`config.mk`:
```
export PLATFORM = sky130hd
export DESIGN_NAME = tc_bank
export DESIGN_NICKNAME = d
export VERILOG_FILES = /design/src/rtl/tc_bank.sv
export SDC_FILE = /design/constraint.sdc
export NUM_CORES = 1
export LEC_CHECK = 0
export BUFFER_PORTS_ARGS = -buffer_cell sky130_fd_sc_hd__buf_2
export CAP_MARGIN = 15
export CORE_ASPECT_RATIO = 1.4
export CORE_MARGIN = 5
export CORE_UTILIZATION = 40
export DETAILED_ROUTE_END_ITERATION = 6
export PLACE_DENSITY = 0.57
export SYNTH_ARGS = -nofsm -noshare
export SYNTH_HDL_FRONTEND = slang
export SYNTH_SLANG_ARGS = --single-unit
```
`constraint.sdc`:
```
create_clock -name clk -period 4.22 [get_ports clk]
set_input_delay 0.633 -clock clk [delete_from_list [all_inputs] [get_ports clk]]
set_output_delay 0.633 -clock clk [all_outputs]
set_load 0.01 [all_outputs]
```
`src/rtl/tc_bank.sv`:
```
// tc_bank: NUM_CH independent down-counter timers with a shared tick prescaler
// behind one word-addressed bus slave; per-channel IRQs plus their OR.
module tc_bank #(
    parameter int NUM_CH = 2,
    parameter int DIV    = 1,
    parameter int ADDR_W = 6
) (
    input  logic              clk,
    input  logic              reset,
    input  logic [ADDR_W-1:0] Addr,
    input  logic              WE,
    input  logic [31:0]       Din,
    output logic [31:0]       Dout,
    output logic [NUM_CH-1:0] IRQ,
    output logic              IRQ_any
);
    localparam int CW = ADDR_W - 2;
    localparam int PW = DIV > 1 ? $clog2(DIV) : 1;
    typedef enum logic [1:0] {IDLE, LOAD, CNT, INT} state_t;
    logic [PW-1:0] p;
    logic          tick;
    logic [CW-1:0] ch;
    logic [31:0]   rd [2**CW];
    assign tick    = p == PW'(DIV - 1);
    assign ch      = Addr[ADDR_W-1:2];
    assign Dout    = rd[ch];
    assign IRQ_any = |IRQ;
    always_ff @(posedge clk or posedge reset)
        if (reset) p <= '0;
        else p <= tick ? '0 : p + 1'b1;
    // Every decodable channel slot gets a read word so Dout needs no range check.
    for (genvar c = 0; c < 2**CW; c++) begin : g_ch
        if (c < NUM_CH) begin : g_on
            state_t      state, state_nx;
            logic [3:0]  ctrl;
            logic [31:0] preset, count;
            logic        pend, sel, wr_ctrl, wr_pre, wr_stat, reload, set_p;
            assign sel     = WE && int'(ch) == c;
            assign wr_ctrl = sel && Addr[1:0] == 2'd0;
            assign wr_pre  = sel && Addr[1:0] == 2'd1;
            assign wr_stat = sel && Addr[1:0] == 2'd3 && Din[0];
            assign reload  = ctrl[2:1] == 2'b01;
            always_comb begin
                set_p    = state == CNT && ctrl[0] && count == '0;
                state_nx = state == IDLE ? (ctrl[0] ? LOAD : IDLE) :
                           state == LOAD ? CNT :
                           state == CNT  ? (!ctrl[0] ? IDLE : set_p ? INT : CNT) :
                           (reload ? LOAD : IDLE);
            end
            always_ff @(posedge clk or posedge reset)
                if (reset) state <= IDLE;
                else state <= state_nx;
            // A CTRL write outranks the one-shot EN clear; a pending set outranks any clear.
            always_ff @(posedge clk or posedge reset)
                if (reset) begin
                    ctrl   <= '0;
                    preset <= '0;
                    count  <= '0;
                    pend   <= 1'b0;
                end else begin
                    if (wr_ctrl) ctrl <= Din[3:0];
                    else if (state == INT && !reload) ctrl[0] <= 1'b0;
                    if (wr_pre) preset <= Din;
                    if (state == LOAD) count <= preset;
                    else if (state == CNT && ctrl[0] && !set_p && tick) count <= count - 32'd1;
                    if (set_p) pend <= 1'b1;
                    else if (wr_ctrl || wr_stat) pend <= 1'b0;
                end
            assign rd[c] = Addr[1:0] == 2'd0 ? {28'd0, ctrl} :
                           Addr[1:0] == 2'd1 ? preset :
                           Addr[1:0] == 2'd2 ? count : {31'd0, pend};
            assign IRQ[c] = pend & ctrl[3];
        end else begin : g_off
            assign rd[c] = '0;
        end
    end
endmodule

```
==> out/results.tsv <==
metric	value	unit
Least-Margin Pin Slew	1030	ps
f_max	312	MHz
Rel. slew slack	31.4	%
met1 usage	30.9	%
H-Tree Depth	4	
Post-Syn Nets	865	
post-CTS setup buffers	0	
DRC violations left	0	
# hold bufs at CTS	0	
Seq/Total Area, Yosys	43.7	%
grt met3 use	3.01	%
# diodes	0	
Arr. time, crit path	3460	ps
first-pass GRT wire length	39500	um
Placed Area	8770	um2
DR vias/cell	6.27	
worst skew pair latency	430	ps
min-delay worst type	input port to async pin	
GR peak layer	met2	
gpl congestion	0.862	
final hold vios	0	
pin count of the biggest net entering global routing	63	
Die W	131	um
flops & latches, synth	142	
Startpoint Class	flip-flop	
Buffers on Ports	75	
clk_skew	10.6	ps
ANT nets after route	0	
R2R Path End	g_ch[0].g_on.count[26]	
pwr dens	561	nW/um2
fin. max-slew vios	0	
RR Startpoint	g_ch[0].g_on.count[14]	
crit-path max FO	15	
Lkg Pwr	3.90	nW
Worst VDD drop	0.313	mV
vias in the first global route	6802	
RSZ-0062 raised after global routing	false	
Sink Count	142	
fin nets	913	
Post-synth EDFFs	0	
Mapped Cells	822	
M2 GR Usage	35.2	%
Max clock buf depth	2	
status	finished, final reports clean	
final worst path period share	76.0	%
Netlist cell types	69	
I/O Pins	76	
router iterations before antenna repair	5	
yosys warns	0	
Post-synth top flop	dfrtp_1	
ys async rst share	100	%
Post-Route Setup TNS	0	ps
max_cap viols	0	
Crit Path Class	flip-flop to flip-flop	
Non-Filler Cell Area, Final	9340	um2
reg2reg path depth	7	
share of the synthesized area in the top cell type	43.7	%
core footprint	19900	um2
grt ovf	0	
Reg clk slew, reported paths	60	ps
post-CTS sizing	0	
layout cells sized above 1	24.8	%
Die ar.	23300	um2
TritonCTS clock tree	yes	
fin util	46.9	%
data required time of the critical path	4470	ps
GRT Util Overall	22.0	%
Syn Area/Cell	9.90	um2
Area Overhead vs Synth	14.8	%
Post-Route WL	25200	um
Cell Rows	61	
initial antenna violation count	0	
initial cell density of the core	40.9	%
WL per Instance	22.2	um
initial DRC count	635	
Final min period	3210	ps
Die H	179	um
cts bufs inserted	17	
Final Setup Violations	0	
area leader, netlist	dfrtp_1	
vias after detailed routing	7113	
synthesized area	8140	um2
DP HPWL	18100	um
Register-to-Register Setup Slack	1010	ps
Worst setup EP type	flip-flop	
cells taking the most area after synthesis	dfrtp_1 44%, mux2_2 9.5%, a211oi_1 3.5%	
Root Buffer	clkbuf_16	
-- placed cells by master (no fill, tap or decap), types with 25 or more instances in the layout --
cell type and count:
mux2_2 69, dfrtp_1 142, a221oi_1 30, a31oi_1 29
buf_2 75, or4_1 25, nand2_1 38, a211oi_1 38
nor2_1 70, nor3_1 30, a22oi_1 30
-- flip-flops by register name, summed over array words and instances, names as in the netlist --
name,flops
g_ch.g_on.ctrl,8
g_ch.g_on.preset,64
g_ch.g_on.count,64
g_ch.g_on.state,4
g_ch.g_on.pend,2
-- stage by stage --
stage	instances	hold slack [ps]	setup WS, ps	power [mW]
floorplan	822	450	1480	3.26
global placement	1103	468	1090	3.73
detailed placement	1103	487	1060	3.75
CTS	1135	365	1040	5.25
global route	1135	404	839	5.55
finish	1135	343	1010	5.25
-- metal layers --
metal | wire length [um] | part of all wire (%) | vias up
met2 | 12300 | 49 | 183
met4 | 495 | 2.0 | 0
met5 | 0 | 0 | -
li1 | - | - | 3308
met1 | 11300 | 45 | 3588
met3 | 1010 | 4.0 | 34
-- Yosys cell counts, types with 13 or more instances --
master / number
dfrtp_1: 142
nor2_1: 70
mux2_2: 69
clkbuf_1: 45
a211oi_1: 38
nand2_1: 38
a221oi_1: 30
a22oi_1: 30
nor3_1: 30
a31oi_1: 29
or4_1: 25
or3_1: 22
o21ai_1: 17
o31ai_1: 16
inv_1: 14
o32ai_1: 14
a21oi_1: 13
nand3_1: 13
-- critical path: stages (launching register included) --
cell	delay [ps]
dfrtp_1	370
buf_4	160
or4_1	490
or3_1	530
o41ai_4	920
buf_4	340
or4_1	130
a31oi_1	80
-- report_power, final --
| part | total (mW) | internal, mW | switching, mW |
|---|---|---|---|
| clock | 1.49 | 0.871 | 0.623 |
| sequential | 2.35 | 1.77 | 0.585 |
| combinational | 1.40 | 0.629 | 0.770 |
| total | 5.25 | 3.27 | 1.98 |
-- worst max path at each step --
stage / startpoint / endpoint / slack (ps) / cells after the start
finish: g_ch[0].g_on.count[14] / g_ch[0].g_on.count[26] / 1010 / 7
global route: g_ch[0].g_on.count[11] / g_ch[0].g_on.count[26] / 840 / 6
CTS: g_ch[0].g_on.count[17] / g_ch[0].g_on.count[26] / 1040 / 6
detailed placement: g_ch[0].g_on.count[17] / g_ch[0].g_on.count[24] / 1060 / 6
global placement: g_ch[0].g_on.count[17] / g_ch[0].g_on.count[16] / 1090 / 6
floorplan: Addr[1] / Dout[11] / 1480 / 6
-- cells by family (layout without fill, tap and decap cells) --
| logic type | count (synthesis) | in the layout | synth area share, % |
|---|---|---|---|
| muxes | 79 | 79 | 10.8 |
| AOI/OAI and AO/OA | 238 | 238 | 22.3 |
| buffers and inverters | 80 | 141 | 3.97 |
| DFF | 142 | 142 | 43.7 |
| xor gates and xnor gates | 9 | 9 | 0.968 |
| and+or+nand+nor | 272 | 272 | 18.0 |
| adders and majority gates | 2 | 2 | 0.307 |
-- area by class of cell --
cell class	instances	area, um2
Clock buffer	19	433
Clock inverter	13	140
Fill cell	1897	10600
Inverter	14	56.3
Multi-Input combinational cell	600	4280
Sequential cell	142	3550
Tap cell	252	315
Timing Repair Buffer	95	563
No activity file was read; power rests on OpenSTA's default activity.
